<file path="src/rtl/axis_frame_length_adjust.sv">
// -----------------------------------------------------------------------------
// axis_frame_length_adjust
//
// Purpose:
//   Byte-wide AXI4-Stream frame length adjuster. Frames shorter than
//   length_min are padded with 0x00 beats. Frames longer than length_max
//   are cut at length_max: the cut beat carries tlast and the rest of the
//   input frame is dropped. length_max == 0 means no upper limit. One status
//   record is produced per completed frame.
//
// Ports:
//   clk, rst                      clock, synchronous active-high reset
//   s_axis_*                      input frame stream (8-bit data, no tkeep)
//   m_axis_*                      output frame stream, single register stage
//   length_min / length_max       length limits, sampled on each frame's first beat
//   status_valid                  one-cycle pulse per completed frame
//   status_frame_pad/_truncate    frame was padded / truncated
//   status_frame_length           output beats emitted for the frame
//   status_frame_original_length  input beats received (saturating)
// -----------------------------------------------------------------------------
module axis_frame_length_adjust #(
  parameter int ID_WIDTH   = 8,
  parameter int DEST_WIDTH = 8,
  parameter int USER_WIDTH = 1,
  parameter int LEN_WIDTH  = 16
) (
  input  logic                  clk,
  input  logic                  rst,

  input  logic [7:0]            s_axis_tdata,
  input  logic                  s_axis_tvalid,
  output logic                  s_axis_tready,
  input  logic                  s_axis_tlast,
  input  logic [ID_WIDTH-1:0]   s_axis_tid,
  input  logic [DEST_WIDTH-1:0] s_axis_tdest,
  input  logic [USER_WIDTH-1:0] s_axis_tuser,

  output logic [7:0]            m_axis_tdata,
  output logic                  m_axis_tvalid,
  input  logic                  m_axis_tready,
  output logic                  m_axis_tlast,
  output logic [ID_WIDTH-1:0]   m_axis_tid,
  output logic [DEST_WIDTH-1:0] m_axis_tdest,
  output logic [USER_WIDTH-1:0] m_axis_tuser,

  input  logic [LEN_WIDTH-1:0]  length_min,
  input  logic [LEN_WIDTH-1:0]  length_max,

  output logic                  status_valid,
  output logic                  status_frame_pad,
  output logic                  status_frame_truncate,
  output logic [LEN_WIDTH-1:0]  status_frame_length,
  output logic [LEN_WIDTH-1:0]  status_frame_original_length
);

  // State encodings
  localparam logic [1:0] ENC_TRANSFER = 2'd0;
  localparam logic [1:0] ENC_PAD      = 2'd1;
  localparam logic [1:0] ENC_TRUNCATE = 2'd2;

  typedef enum logic [1:0] {
    ST_TRANSFER = ENC_TRANSFER,
    ST_PAD      = ENC_PAD,
    ST_TRUNCATE = ENC_TRUNCATE
  } state_t;

  localparam logic [LEN_WIDTH-1:0] LEN_ZERO = {LEN_WIDTH{1'b0}};
  localparam logic [LEN_WIDTH-1:0] LEN_ONES = {LEN_WIDTH{1'b1}};
  localparam logic [LEN_WIDTH-1:0] LEN_ONE  = {{(LEN_WIDTH-1){1'b0}}, 1'b1};

  // Increment that sticks at all-ones instead of wrapping.
  function automatic logic [LEN_WIDTH-1:0] sat_inc(input logic [LEN_WIDTH-1:0] v);
    logic [LEN_WIDTH-1:0] r;
    if (v == LEN_ONES) begin
      r = v;
    end else begin
      r = v + LEN_ONE;
    end
    return r;
  endfunction

  // Control registers
  state_t                 state_q, state_d;
  logic [LEN_WIDTH-1:0]   in_cnt_q, in_cnt_d;
  logic [LEN_WIDTH-1:0]   out_cnt_q, out_cnt_d;
  logic [LEN_WIDTH-1:0]   len_min_q, len_min_d;
  logic [LEN_WIDTH-1:0]   len_max_q, len_max_d;
  logic                   m_tvalid_q, m_tvalid_d;
  logic                   status_valid_q, status_valid_d;
  logic                   status_pad_q, status_pad_d;
  logic                   status_trunc_q, status_trunc_d;
  logic [LEN_WIDTH-1:0]   status_len_q, status_len_d;
  logic [LEN_WIDTH-1:0]   status_orig_q, status_orig_d;

  // Data-path registers (no reset)
  logic [7:0]             m_tdata_q, m_tdata_d;
  logic                   m_tlast_q, m_tlast_d;
  logic [ID_WIDTH-1:0]    m_tid_q, m_tid_d;
  logic [DEST_WIDTH-1:0]  m_tdest_q, m_tdest_d;
  logic [USER_WIDTH-1:0]  m_tuser_q, m_tuser_d;

  // Combinational helpers
  logic                   load_s;
  logic                   first_s;
  logic                   s_tready_s;
  logic [LEN_WIDTH-1:0]   min_eff_s;
  logic [LEN_WIDTH-1:0]   max_eff_s;
  logic [LEN_WIDTH:0]     out_next_w_s;
  logic [LEN_WIDTH-1:0]   out_inc_s;
  logic [LEN_WIDTH-1:0]   in_inc_s;

  // Output register may load when empty or being drained this cycle.
  assign load_s = m_axis_tready || !m_tvalid_q;

  // Counters are zero only between frames, so this marks the first beat.
  assign first_s = (state_q == ST_TRANSFER) && (in_cnt_q == LEN_ZERO);

  // On the first beat the live limits apply; afterwards the latched copies.
  assign min_eff_s = first_s ? length_min : len_min_q;
  assign max_eff_s = first_s ? length_max : len_max_q;

  // One extra bit keeps out_cnt+1 comparisons free of wrap-around.
  assign out_next_w_s = {1'b0, out_cnt_q} + {{LEN_WIDTH{1'b0}}, 1'b1};
  assign out_inc_s    = sat_inc(out_cnt_q);
  assign in_inc_s     = sat_inc(in_cnt_q);

  // Next-state, counter, output-register and status computation.
  always_comb begin
    state_d        = state_q;
    in_cnt_d       = in_cnt_q;
    out_cnt_d      = out_cnt_q;
    len_min_d      = len_min_q;
    len_max_d      = len_max_q;
    m_tvalid_d     = m_tvalid_q;
    m_tdata_d      = m_tdata_q;
    m_tlast_d      = m_tlast_q;
    m_tid_d        = m_tid_q;
    m_tdest_d      = m_tdest_q;
    m_tuser_d      = m_tuser_q;
    status_valid_d = 1'b0;
    status_pad_d   = status_pad_q;
    status_trunc_d = status_trunc_q;
    status_len_d   = status_len_q;
    status_orig_d  = status_orig_q;
    s_tready_s     = 1'b0;

    case (state_q)
      ST_TRANSFER: begin
        s_tready_s = load_s;
        if (load_s) begin
          m_tvalid_d = 1'b0;
        end else begin
          m_tvalid_d = m_tvalid_q;
        end
        if (s_axis_tvalid && load_s) begin
          if (first_s) begin
            len_min_d = length_min;
            len_max_d = length_max;
          end else begin
            len_min_d = len_min_q;
            len_max_d = len_max_q;
          end
          m_tvalid_d = 1'b1;
          m_tdata_d  = s_axis_tdata;
          m_tid_d    = s_axis_tid;
          m_tdest_d  = s_axis_tdest;
          m_tuser_d  = s_axis_tuser;
          in_cnt_d   = in_inc_s;
          out_cnt_d  = out_inc_s;
          if (s_axis_tlast) begin
            if (out_next_w_s < {1'b0, min_eff_s}) begin
              // Short frame: hold back tlast and fill with pad beats.
              m_tlast_d = 1'b0;
              state_d   = ST_PAD;
            end else begin
              m_tlast_d      = 1'b1;
              status_valid_d = 1'b1;
              status_pad_d   = 1'b0;
              status_trunc_d = 1'b0;
              status_len_d   = out_inc_s;
              status_orig_d  = in_inc_s;
              in_cnt_d       = LEN_ZERO;
              out_cnt_d      = LEN_ZERO;
            end
          end else if ((max_eff_s != LEN_ZERO) && (out_next_w_s == {1'b0, max_eff_s})) begin
            // Long frame: close it here and swallow the remainder.
            m_tlast_d = 1'b1;
            state_d   = ST_TRUNCATE;
          end else begin
            m_tlast_d = 1'b0;
          end
        end else begin
          state_d = ST_TRANSFER;
        end
      end

      ST_PAD: begin
        s_tready_s = 1'b0;
        if (load_s) begin
          // tid/tdest/tuser stay as the last accepted beat left them.
          m_tvalid_d = 1'b1;
          m_tdata_d  = 8'h00;
          out_cnt_d  = out_inc_s;
          if (out_next_w_s == {1'b0, len_min_q}) begin
            m_tlast_d      = 1'b1;
            status_valid_d = 1'b1;
            status_pad_d   = 1'b1;
            status_trunc_d = 1'b0;
            status_len_d   = out_inc_s;
            status_orig_d  = in_cnt_q;
            in_cnt_d       = LEN_ZERO;
            out_cnt_d      = LEN_ZERO;
            state_d        = ST_TRANSFER;
          end else begin
            m_tlast_d = 1'b0;
          end
        end else begin
          state_d = ST_PAD;
        end
      end

      ST_TRUNCATE: begin
        s_tready_s = 1'b1;
        if (load_s) begin
          m_tvalid_d = 1'b0;
        end else begin
          m_tvalid_d = m_tvalid_q;
        end
        if (s_axis_tvalid) begin
          in_cnt_d = in_inc_s;
          if (s_axis_tlast) begin
            status_valid_d = 1'b1;
            status_pad_d   = 1'b0;
            status_trunc_d = 1'b1;
            status_len_d   = out_cnt_q;
            status_orig_d  = in_inc_s;
            in_cnt_d       = LEN_ZERO;
            out_cnt_d      = LEN_ZERO;
            state_d        = ST_TRANSFER;
          end else begin
            state_d = ST_TRUNCATE;
          end
        end else begin
          state_d = ST_TRUNCATE;
        end
      end

      default: begin
        state_d    = ST_TRANSFER;
        in_cnt_d   = LEN_ZERO;
        out_cnt_d  = LEN_ZERO;
        m_tvalid_d = 1'b0;
      end
    endcase
  end

  // Control and status registers; reset abandons any partial frame.
  always_ff @(posedge clk) begin
    if (rst) begin
      state_q        <= ST_TRANSFER;
      in_cnt_q       <= LEN_ZERO;
      out_cnt_q      <= LEN_ZERO;
      len_min_q      <= LEN_ZERO;
      len_max_q      <= LEN_ZERO;
      m_tvalid_q     <= 1'b0;
      status_valid_q <= 1'b0;
      status_pad_q   <= 1'b0;
      status_trunc_q <= 1'b0;
      status_len_q   <= LEN_ZERO;
      status_orig_q  <= LEN_ZERO;
    end else begin
      state_q        <= state_d;
      in_cnt_q       <= in_cnt_d;
      out_cnt_q      <= out_cnt_d;
      len_min_q      <= len_min_d;
      len_max_q      <= len_max_d;
      m_tvalid_q     <= m_tvalid_d;
      status_valid_q <= status_valid_d;
      status_pad_q   <= status_pad_d;
      status_trunc_q <= status_trunc_d;
      status_len_q   <= status_len_d;
      status_orig_q  <= status_orig_d;
    end
  end

  // Output data path; qualified by m_axis_tvalid so it needs no reset.
  always_ff @(posedge clk) begin
    m_tdata_q <= m_tdata_d;
    m_tlast_q <= m_tlast_d;
    m_tid_q   <= m_tid_d;
    m_tdest_q <= m_tdest_d;
    m_tuser_q <= m_tuser_d;
  end

  assign s_axis_tready                = s_tready_s;
  assign m_axis_tdata                 = m_tdata_q;
  assign m_axis_tvalid                = m_tvalid_q;
  assign m_axis_tlast                 = m_tlast_q;
  assign m_axis_tid                   = m_tid_q;
  assign m_axis_tdest                 = m_tdest_q;
  assign m_axis_tuser                 = m_tuser_q;
  assign status_valid                 = status_valid_q;
  assign status_frame_pad             = status_pad_q;
  assign status_frame_truncate        = status_trunc_q;
  assign status_frame_length          = status_len_q;
  assign status_frame_original_length = status_orig_q;

endmodule
</file>
<file path="config.mk">
export PLATFORM = sky130hd
export DESIGN_NAME = axis_frame_length_adjust
export DESIGN_NICKNAME = d
export VERILOG_FILES = /design/src/rtl/axis_frame_length_adjust.sv
export SDC_FILE = /design/constraint.sdc
export NUM_CORES = 1
export LEC_CHECK = 0
export ABC_CLOCK_PERIOD_IN_PS = 4300
export CAP_MARGIN = 20
export CORE_UTILIZATION = 35
export CTS_CLUSTER_DIAMETER = 200
export DETAILED_ROUTE_END_ITERATION = 12
export PLACE_DENSITY_LB_ADDON = 0.05
export SYNTH_ARGS = -nofsm -noshare
export SYNTH_HDL_FRONTEND = slang
export SYNTH_SLANG_ARGS = --single-unit
export TNS_END_PERCENT = 1
</file>
<file path="constraint.sdc">
create_clock -name clk -period 4.3 [get_ports clk]
set_input_delay 0.86 -clock clk [delete_from_list [all_inputs] [get_ports clk]]
set_output_delay 0.86 -clock clk [all_outputs]
set_load 0.1 [all_outputs]
</file>
==> metrics, run 1 <==
run status completed; synthesized area 7760 um^2; DR vias 7217; setup violators final 0; IO Port Bufs 124; Slew @ Worst Pin 1010 ps; Final Util 45.6%; total wire length 24500 um; Maximum Capacitance Violations 0; Hold Fails Final Rpt 0; WP data arrival 4240 ps; Clock transition at path regs 60 ps; setup slack, reg-to-reg 340 ps; crit path from out_cnt_q[3]$_SDFFE_PP0P_; total grt overflow 0; Finished Layout Cells 1311; Clk Latency, worst-skew pair 430 ps; first-pass GRT wire length 39100 um; critical path type reg2reg; CTS tree yes; Top FF cell, synth dfxtp_1; First-pass DRT Iterations 5; DIE WIDTH 151 um; post-detailed-route wirelength per cell 18.7 um; # H-tree levels 4; pre-CTS setup slack 300 ps; setup ws final 338 ps; Pins Over Slew Limit 0; Yosys cell types 76; initial antenna violation count 0; CP max stage delay 600 ps; power per cell area 388 nW/um^2; Die Y 151 um; Filler Cells Inserted 2180; core area 21800 um^2; asr flop ratio synth 0%; Placed Cells 1279; worst reg2reg startpoint out_cnt_q[3]$_SDFFE_PP0P_; Fin Setup TNS 0 ps; EDFF count, synth 26; r2r endpoint status_frame_original_length[8]$_SDFFE_PP0P_; vias per cell 5.50; nets@finish 1098; Worst slew margin 32.1%; Crit. End Element flop; DIE AREA 22800 um^2; Hold WC Path Type reg2reg; highest clock rate 0.252 GHz; vias in the first global route 6746; design area 9920 um^2; clk sinks 128; most frequent cells in the layout clkdlybuf4s50_1, nand2_1, dfxtp_1; Initial Util 35.7%; period utilization 92.1%; Placed Instance Area 9360 um^2; Longest Clk Path Bufs 2; CP endpoint status_frame_original_length[8]$_SDFFE_PP0P_; peak supply drop 0.243 mV; WP depth 13; startpoint kind of the worst setup timing path flop; Syn Nets 982; Leakage 3.87 nW; GR Util All Layers 22.5%; largest net degree at the start of global routing 63; R2R cell count 13; CP Max Fanout 12; Initial DRC Count 551; # DRC 0; Buf+Inv Stages, Crit Path 1; Area growth, synth to finish 27.8%; n_diodes 0; min Tclk post-route 3960 ps; Crit path top cell by count nand2_1; IO Count 125; CTS root buffer clkbuf_16; Seq/Total Area, Yosys 36.4%; count of warnings emitted by yosys 0; share of cells above drive strength 1 10.5%; syn avg cell area 8.60 um^2; Cells after Synth 902; Seq cells post-synth 128; CP Cell Sequence nand4_2, or4_4, nand2_1, nand2_1, ha_1, nand4_1, or2_2, o21a_1, a31o_2, nor2_4, and3_1, buf_4, a211oi_1; Largest delay share family, worst path simple AND/OR/NAND/NOR gates; Final Power 3.85 mW; number of core rows 54; placed wire-length estimate 18200 um; gpl congestion 0.859; critical path required time 4570 ps; skew final 9.73 ps; RSZ-0062 raised after global routing false; most common cell after layout, fill and taps aside clkdlybuf4s50_1; CTS Buf Count 17; antenna violation net count after detailed routing 0; hold_ws 456 ps; slowest cell on the critical path dfxtp_1
[tightest hold or removal path, delay by kind of cell (launching register included)]
kind             cells  cell delay [ps]
multiplexers         1               50
AND/OR/NAND/NOR      1               50
flip-flops           1              310
[state kept, by name (all words and copies together) (netlist names), 2 cells and up]
| register | flops |
|---|---|
| out_cnt_q | 16 |
| status_frame_length | 16 |
| len_max_q | 16 |
| len_min_q | 16 |
| m_axis_tdata | 8 |
| m_axis_tid | 8 |
| state_q | 2 |
| status_frame_original_length | 16 |
| m_axis_tdest | 8 |
| in_cnt_q | 16 |
[metal layers]
metal	wire (um)	track usage (%)	up-vias
li1	-	-	3600
met1	12300	33.7	3390
met2	10800	33.5	203
met3	1090	2.83	24
met4	369	6.30	0
met5	0	0	-
[how the worst min path moves through the flow]
stage | cells past startpoint | from | endpoint
after detailed placement | 2 | status_frame_length[10]$_SDFFE_PP0P_ | status_frame_length[10]$_SDFFE_PP0P_
final | 2 | status_frame_length[10]$_SDFFE_PP0P_ | status_frame_length[10]$_SDFFE_PP0P_
after global routing | 2 | status_frame_length[10]$_SDFFE_PP0P_ | status_frame_length[10]$_SDFFE_PP0P_
after CTS | 2 | status_frame_length[10]$_SDFFE_PP0P_ | status_frame_length[10]$_SDFFE_PP0P_
after global placement | 2 | status_frame_length[6]$_SDFFE_PP0P_ | status_frame_length[6]$_SDFFE_PP0P_
after floorplan | 2 | len_max_q[5]$_SDFFE_PP0P_ | len_max_q[5]$_SDFFE_PP0P_
[where the power goes]
| part | switching (mW) | internal (mW) | leakage [nW] |
|---|---|---|---|
| combinational | 0.721 | 0.384 | 2.53 |
| sequential | 0.0541 | 1.31 | 1.08 |
| clock | 0.632 | 0.754 | 0.258 |
| total | 1.41 | 2.44 | 3.87 |
[cell type report]
type	count	area [um^2]	share of cell area, %
repair buffers	168	1580	15.9
clock buffers	17	425	4.29
multi-input cells	686	4550	45.9
well taps	280	350	3.53
flip-flops and latches	128	2820	28.5
inverters	17	63.8	0.644
clock inverters	15	124	1.25
[cell families (layout without fill, tap and decap cells)]
group / after synthesis / after routing / share of synthesized area (%)
AO/OA/AOI/OAI: 229 / 229 / 21.1
flip-flops: 128 / 128 / 36.4
multiplexers: 44 / 44 / 5.88
XOR/XNOR: 43 / 43 / 5.21
buffers and inverters: 88 / 217 / 5.09
adder cells (fa/ha/maj): 18 / 18 / 2.90
AND/OR/NAND/NOR: 352 / 352 / 23.4
[synth_stat cells (20+ instances only)]
master | instances | area share [%]
a211oi_1 | 31 | 3.0
a21oi_1 | 46 | 3.0
a31oi_1 | 20 | 1.6
clkbuf_1 | 42 | 2.0
dfxtp_1 | 102 | 26
edfxtp_1 | 26 | 10
mux2i_1 | 40 | 5.2
nand2_1 | 106 | 5.1
nand3_1 | 38 | 2.5
nor2_1 | 73 | 3.5
o21ai_0 | 27 | 1.7
xnor2_1 | 30 | 3.4
[timing repair]
action,in CTS,in global routing
endpoints found under the hold margin,0,0
endpoints found under the setup margin,0,33
hold buffers,0,0
resized for setup,0,1
setup buffers,0,0
Power figures use the tool's default switching activity.
==> run 2, diff against run 1 <==
--- a/config.mk
+++ b/config.mk
@@ -5,6 +5,7 @@
 export SDC_FILE = /design/constraint.sdc
 export NUM_CORES = 1
 export LEC_CHECK = 0
+export ABC_AREA = 1
 export ABC_CLOCK_PERIOD_IN_PS = 4300
 export CAP_MARGIN = 20
 export CORE_UTILIZATION = 35
==> constraint.sdc (replaced) <==
create_clock -name clk -period 4.3 [get_ports clk]
set_input_delay 0.86 -clock clk [delete_from_list [all_inputs] [get_ports clk]]
set_output_delay 0.86 -clock clk [all_outputs]
set_load 0.005 [all_outputs]
==> metrics, run 2 <==
run status completed; postcts setup bufs 0 (unchanged); multi-input logic area 4010 um^2 (-12%); n_diodes 0 (unchanged); number of core rows 53 (-1.9%); dominant cell type by area after synthesis dfxtp_1; Seq/Total Area, Yosys 37.5% (+1.1 points); Fin Setup TNS 0 ps (unchanged); First-pass DRT Iterations 5 (unchanged); worst reg2reg startpoint in_cnt_q[0]$_SDFFE_PP0P_; most common cell after layout, fill and taps aside nand2_1; CTS tree yes; Die Y 149 um (-1.4%); hold_ws 484 ps (+28.5 ps); total wire length 22600 um (-7.9%); asr flop ratio synth 0% (unchanged); Finished Layout Cells 1523 (+16%); power per cell area 425 nW/um^2 (+9.3%); Initial DRC Count 434 (-21%); peak supply drop 0.266 mV (+9.6%); initial antenna violation count 0 (unchanged); post-detailed-route wirelength per cell 14.8 um (-21%); vias per cell 4.84 (-12%); Initial Util 35.7% (+0.056 points); first-pass GRT wire length 36100 um (-7.5%); CTS root buffer clkbuf_16; IO Count 125 (unchanged); Crit. End Element flop; skew final 9.39 ps (-0.345 ps); slowest cell on the critical path dfxtp_1; clk sinks 128 (unchanged); r2r endpoint out_cnt_q[14]$_SDFFE_PP0P_; Clk Latency, worst-skew pair 420 ps (about the same); DIE WIDTH 149 um (-1.4%); DR vias 7372 (+2.1%); DIE AREA 22100 um^2 (-2.9%); top post-synthesis cells by area dfxtp_1, nand2_1, edfxtp_1; critical path required time 4650 ps (+80 ps); Maximum Capacitance Violations 0 (unchanged); hold path start in_cnt_q[15]$_SDFFE_PP0P_; count of warnings emitted by yosys 0 (unchanged); Pins Over Slew Limit 0 (unchanged); commonest cells in the netlist nand2_1, inv_1, o21ai_0, nor2_1, dfxtp_1; # H-tree levels 4 (unchanged); placed wire-length estimate 16300 um (-10%); Syn Nets 1206 (+23%); most frequent cells in the layout nand2_1, inv_1, clkdlybuf4s50_1; Leakage 4.20 nW (+8.6%); vias in the first global route 6819 (+1.1%); Cells after Synth 1126 (+25%); CTS Buf Count 17 (unchanged); antenna violation net count after detailed routing 0 (unchanged); RSZ-0062 raised after global routing false; Crit path top cell by count nand2_1; Slew @ Worst Pin 877 ps (-138 ps); Worst slew margin 41.4% (+9.3 points); CTS Hold Bufs 0 (unchanged); # DRC 0 (unchanged); CP max stage delay 460 ps (-140 ps); GR Util All Layers 21.1% (-1.4 points); Filler Cells Inserted 2243 (+2.9%); startpoint kind of the worst setup timing path flop; Clock transition at path regs 70 ps (about the same); setup slack, reg-to-reg 560 ps (+220 ps); CP Max Fanout 37 (+25); WP data arrival 4090 ps (-150 ps); critical path type reg2reg; Placed Cells 1491 (+17%); top-count cell post-synth nand2_1; total grt overflow 0 (unchanged); Area growth, synth to finish 27.2%; register area 2820 um^2 (unchanged); Final Util 45.4% (-0.14 points); setup violators final 0 (unchanged); Seq cells post-synth 128 (unchanged); Hold Fails Final Rpt 0 (unchanged); Hold WC Path Type reg2reg; Hold EP in_cnt_q[15]$_SDFFE_PP0P_; hold depth 2 (unchanged); share of cells above drive strength 1 6.41% (-4.1 points); Longest Clk Path Bufs 2 (unchanged); synthesized area 7530 um^2 (-2.9%); EDFF count, synth 26 (unchanged); Top FF cell, synth dfxtp_1; syn avg cell area 6.69 um^2 (-22%); period utilization 87.0% (-5.1 points); min Tclk post-route 3740 ps (-221 ps); core area 21100 um^2 (-3.1%); Final Power 4.07 mW (+5.7%); nets@finish 1315 (+20%); IO Port Bufs 124 (unchanged); highest clock rate 0.267 GHz (+5.9%); CP Cell Sequence inv_1, ha_1, nand3_1, nor2_2, nand2_4, mux2i_1, ha_1, a21oi_1, o21ai_0, nand2_1, nand3_1, nor2_2, nand2_1, nand2_1, nand2_1, nand2_1, nand3_1, a21oi_1; Synth top area share 27.1% (+0.79 points); gpl congestion 0.807 (-6.0%); largest net degree at the start of global routing 39 (-38%); R2R cell count 18 (+5); Yosys cell types 40 (-47%); CTS resizes 0 (unchanged)
run 2: cell count changes after synthesis, sizes merged, moves of 29 or more:
| cell | delta |
|---|---|
| a211oi | -32 |
| nand2 | +230 |
| a21oi | +41 |
| xnor2 | -29 |
| nand3 | +44 |
| inv | +113 |
| o21ai | +81 |
| nor2 | +52 |
| mux2i | -36 |
run 2: worst max path at each step:
| stage | from | to | slack [ps] | cells past startpoint |
|---|---|---|---|---|
| finish | in_cnt_q[0]$_SDFFE_PP0P_ | out_cnt_q[14]$_SDFFE_PP0P_ | 560 | 18 |
| global route | in_cnt_q[0]$_SDFFE_PP0P_ | out_cnt_q[3]$_SDFFE_PP0P_ | 180 | 18 |
| CTS | in_cnt_q[0]$_SDFFE_PP0P_ | out_cnt_q[11]$_SDFFE_PP0P_ | 630 | 17 |
| detailed placement | in_cnt_q[0]$_SDFFE_PP0P_ | out_cnt_q[15]$_SDFFE_PP0P_ | 640 | 18 |
| global placement | in_cnt_q[0]$_SDFFE_PP0P_ | out_cnt_q[13]$_SDFFE_PP0P_ | 670 | 17 |
| floorplan | in_cnt_q[0]$_SDFFE_PP0P_ | in_cnt_q[15]$_SDFFE_PP0P_ | 1160 | 20 |
run 2: area by class of cell:
cell class              instances  share of cell area, %
clock buffers                  17                   4.44
clock inverters                15                   1.75
inverters                     131                   5.13
multi-input cells             822                   41.8
flip-flops and latches        128                   29.5
well taps                     275                   3.59
repair buffers                135                   13.8
run 2: per-stage QoR:
stage / setup WS, ps / cell area, um^2
detailed placement: 644 / 8990
CTS: 628 / 9580
floorplan: 1160 / 7530
global placement: 670 / 8990
global route: 177 / 9580
finish: 559 / 9580
run 2: critical path, delay by kind of cell (launching register included):
family	cells	cell delay (ps)
buf+inv	1	100
compound gates	3	420
fa+ha+maj	2	510
mux	1	310
flops	1	460
simple gates	11	1830
run 2: logic make-up (layout without fill, tap and decap cells):
logic type | Yosys count | in the layout | synth area share, %
AND/OR/NAND/NOR | 581 | 581 | 34.2
AO/OA/AOI/OAI | 210 | 210 | 14.3
buffers and inverters | 176 | 298 | 9.50
flip-flops | 128 | 128 | 37.5
adder cells (fa/ha/maj) | 18 | 18 | 2.99
XOR/XNOR | 9 | 9 | 1.05
multiplexers | 4 | 4 | 0.531
run 2: power breakdown:
part | switching, mW | internal (mW) | leakage, nW
combinational | 0.730 | 0.441 | 2.83
sequential | 0.0676 | 1.36 | 1.08
clock | 0.646 | 0.827 | 0.286
total | 1.44 | 2.62 | 4.20
run 2: metal layers:
| layer | vias up | share of wire, % | GRT usage (%) |
|---|---|---|---|
| li1 | 3869 | - | - |
| met2 | 177 | 44 | 32.7 |
| met1 | 3304 | 50 | 29.9 |
| met4 | 0 | 1.3 | 5.67 |
| met5 | - | 0 | 0 |
| met3 | 22 | 4.9 | 3.87 |
==> run 3, diff against run 2 <==
--- a/config.mk
+++ b/config.mk
@@ -6,9 +6,10 @@
 export NUM_CORES = 1
 export LEC_CHECK = 0
 export ABC_AREA = 1
-export ABC_CLOCK_PERIOD_IN_PS = 4300
+export ABC_CLOCK_PERIOD_IN_PS = 3000
 export CAP_MARGIN = 20
 export CORE_UTILIZATION = 35
+export CTS_BUF_LIST = sky130_fd_sc_hd__clkbuf_2 sky130_fd_sc_hd__clkbuf_4 sky130_fd_sc_hd__clkbuf_8
 export CTS_CLUSTER_DIAMETER = 200
 export DETAILED_ROUTE_END_ITERATION = 12
 export PLACE_DENSITY_LB_ADDON = 0.05
==> constraint.sdc (replaced) <==
create_clock -name clk -period 3 [get_ports clk]
set_input_delay 0.6 -clock clk [delete_from_list [all_inputs] [get_ports clk]]
set_output_delay 0.6 -clock clk [all_outputs]
set_load 0.005 [all_outputs]
==> metrics, run 3 (same netlist as run 2, synthesis figures left out) <==
run status completed; first-pass GRT wire length 38000 um (+5.3%); Filler Cells Inserted 2168 (-3.3%); vias in the first global route 7070 (+3.7%); WP data arrival 3300 ps (-790 ps); Largest delay share family, worst path simple AND/OR/NAND/NOR gates; number of core rows 53 (unchanged); initial antenna violation count 0 (unchanged); DR vias 7857 (+6.6%); min Tclk post-route 2910 ps (-828 ps); placed wire-length estimate 17900 um (+9.3%); Finished Layout Cells 1636 (+7.4%); total grt overflow 0 (unchanged); CP max stage delay 330 ps (-130 ps); RSZ-0062 raised after global routing true; CTS Hold Bufs 0 (unchanged); Hold WC Path Type reg2reg; hold path start out_cnt_q[8]$_SDFFE_PP0P_; Placed Cells 1589 (+6.6%); Buf+Inv Stages, Crit Path 3 (+2); most common cell after layout, fill and taps aside nand2_1; clk sinks 128 (unchanged); core area 21100 um^2 (unchanged); P_sw 2.17 mW (+50%); n_diodes 0 (unchanged); slowest cell on the critical path dfxtp_2; skew final 18.8 ps (+9.44 ps); vias per cell 4.80 (-0.78%); Die Y 149 um (unchanged); DIE WIDTH 149 um (unchanged); post-detailed-route wirelength per cell 14.9 um (+0.55%); Clock transition at path regs 100 ps (+30 ps); nets@finish 1428 (+8.6%); hold depth 2 (unchanged); Slew @ Worst Pin 644 ps (-232 ps); Pins Over Slew Limit 0 (unchanged); setup ws final 86.6 ps (-472 ps); Hold EP out_cnt_q[8]$_SDFFE_PP0P_; internal cell power 3.62 mW (+38%); Initial Util 35.7% (unchanged); share of cells above drive strength 1 19.5% (+13 points); peak supply drop 0.276 mV (+3.7%); CTS Buf Count 17 (unchanged); GR Util All Layers 22.2% (+1.1 points); design area 10700 um^2 (+12%); Longest Clk Path Bufs 2 (unchanged); pre-CTS setup slack -206 ps (-850 ps); highest clock rate 0.343 GHz (+28%); critical path type reg2reg; CP Cell Sequence inv_2, ha_4, nand3_4, nor2_4, nand2_4, clkbuf_16, nand2_1, o21ai_1, ha_1, and3_1, nand2_1, nand3_2, nor2_4, nand3_4, o21ai_2, inv_2, nor2_8, nand3_2, a21oi_2; largest net degree at the start of global routing 37 (-5.1%); R2R cell count 19 (+1); CTS root buffer clkbuf_8; IO Count 125 (unchanged); DIE AREA 22100 um^2 (unchanged); First-pass DRT Iterations 5 (unchanged); Clk Latency, worst-skew pair 460 ps (+40 ps); Initial DRC Count 510 (+18%); period utilization 97.1% (+10 points); Hold Fails Final Rpt 0 (unchanged); Area growth, synth to finish 42.5%; startpoint kind of the worst setup timing path flop; most frequent cells in the layout nand2_1, clkdlybuf4s50_1, inv_1; # DRC 0 (unchanged); Clock power frac 26.8% (-9.4 points); part of the power in combinational logic 38.0% (+9.2 points); critical path required time 3390 ps (-1260 ps); setup slack, reg-to-reg 90 ps (-470 ps); IO Port Bufs 124 (unchanged); CTS tree yes; Crit. End Element flop; setup violators final 0 (unchanged); Worst slew margin 56.6% (+15 points); worst reg2reg startpoint in_cnt_q[1]$_SDFFE_PP0P_; CP Max Fanout 10 (-73%); Sw Ratio 37.4% (+2.0 points); antenna violation net count after detailed routing 0 (unchanged); gpl congestion 0.887 (+9.8%); Maximum Capacitance Violations 0 (unchanged); Flop pwr share 35.2% (+0.2 points); Placed Instance Area 9800 um^2 (+9.0%); Leakage 4.80 nW (+14%); # H-tree levels 4 (unchanged); total wire length 24400 um (+8.0%); r2r endpoint in_cnt_q[14]$_SDFFE_PP0P_; power per cell area 539 nW/um^2 (+27%)
[run 3: metal layers]
layer	up-vias	routed length [um]	global-route usage, %
met5	-	0	0
met4	0	252	5.93
met3	15	1420	3.56
met2	212	10900	34.7
met1	3540	11800	31.6
li1	4090	-	-
[run 3: worst max path at each step]
| stage | start | endpoint | slack [ps] | depth (start not counted) |
|---|---|---|---|---|
| 2_1_floorplan | state_q[0]$_SDFFE_PP0P_ | in_cnt_q[15]$_SDFFE_PP0P_ | 10 | 21 |
| 3_3_place_gp | in_cnt_q[1]$_SDFFE_PP0P_ | in_cnt_q[14]$_SDFFE_PP0P_ | -190 | 17 |
| 3_5_place_dp | in_cnt_q[1]$_SDFFE_PP0P_ | in_cnt_q[2]$_SDFFE_PP0P_ | -210 | 17 |
| 4_1_cts | in_cnt_q[1]$_SDFFE_PP0P_ | in_cnt_q[12]$_SDFFE_PP0P_ | 9 | 19 |
| 5_1_grt | state_q[1]$_SDFFE_PP0P_ | out_cnt_q[4]$_SDFFE_PP0P_ | -100 | 19 |
| 6_report | in_cnt_q[1]$_SDFFE_PP0P_ | in_cnt_q[14]$_SDFFE_PP0P_ | 90 | 19 |
[run 3: worst register-to-register path: stages (launching register included)]
cell and delay [ps]:
dfxtp_2 330, inv_2 70, ha_4 140, nand3_4 80, nor2_4 120, nand2_4 140, clkbuf_16 210, nand2_1 50
o21ai_1 80, ha_1 310, and3_1 170, nand2_1 80, nand3_2 130, nor2_4 180, nand3_4 130, o21ai_2 90
inv_2 110, nor2_8 210, nand3_2 100, a21oi_2 130
[run 3: timing repair]
action / 4_1_cts / 5_1_grt
setup buffers: 1 / 9
endpoints found under the hold margin: 0 / 0
setup endpoints to repair: 68 / 69
pin swaps: 6 / 36
gates cloned: 1 / 4
gates resized for setup: 19 / 80
[run 3: metrics by stage]
stage | utilization [%] | power, mW | hold slack (ps) | TNS, ps
final | 50.9 | 5.78 | 518 | 0
after global routing | 50.9 | 6.18 | 538 | -2970
after CTS | 48.7 | 5.61 | 518 | 0
after detailed placement | 46.5 | 3.97 | 493 | -6330
after global placement | 46.5 | 3.98 | 502 | -5730
after floorplan | - | 3.18 | 457 | 0
[run 3: layout make-up]
| cell class | count | area, um^2 | area share (%) |
|---|---|---|---|
| Multi-Input combinational cell | 823 | 4360 | 40.6 |
| Sequential cell | 128 | 2830 | 26.4 |
| Timing Repair Buffer | 247 | 2310 | 21.5 |
| Inverter | 131 | 492 | 4.58 |
| Tap cell | 275 | 344 | 3.21 |
| Clock buffer | 17 | 234 | 2.18 |
| Clock inverter | 15 | 163 | 1.52 |
[run 3: power by group through the flow]
| stage | registers [mW] | logic [mW] | clock network (mW) |
|---|---|---|---|
| after floorplan | 2.07 | 1.12 | 0 |
| after global placement | 2.06 | 1.91 | 0 |
| after detailed placement | 2.06 | 1.91 | 0 |
| after CTS | 2.03 | 1.97 | 1.62 |
| after global routing | 2.05 | 2.44 | 1.68 |
| final | 2.03 | 2.20 | 1.55 |
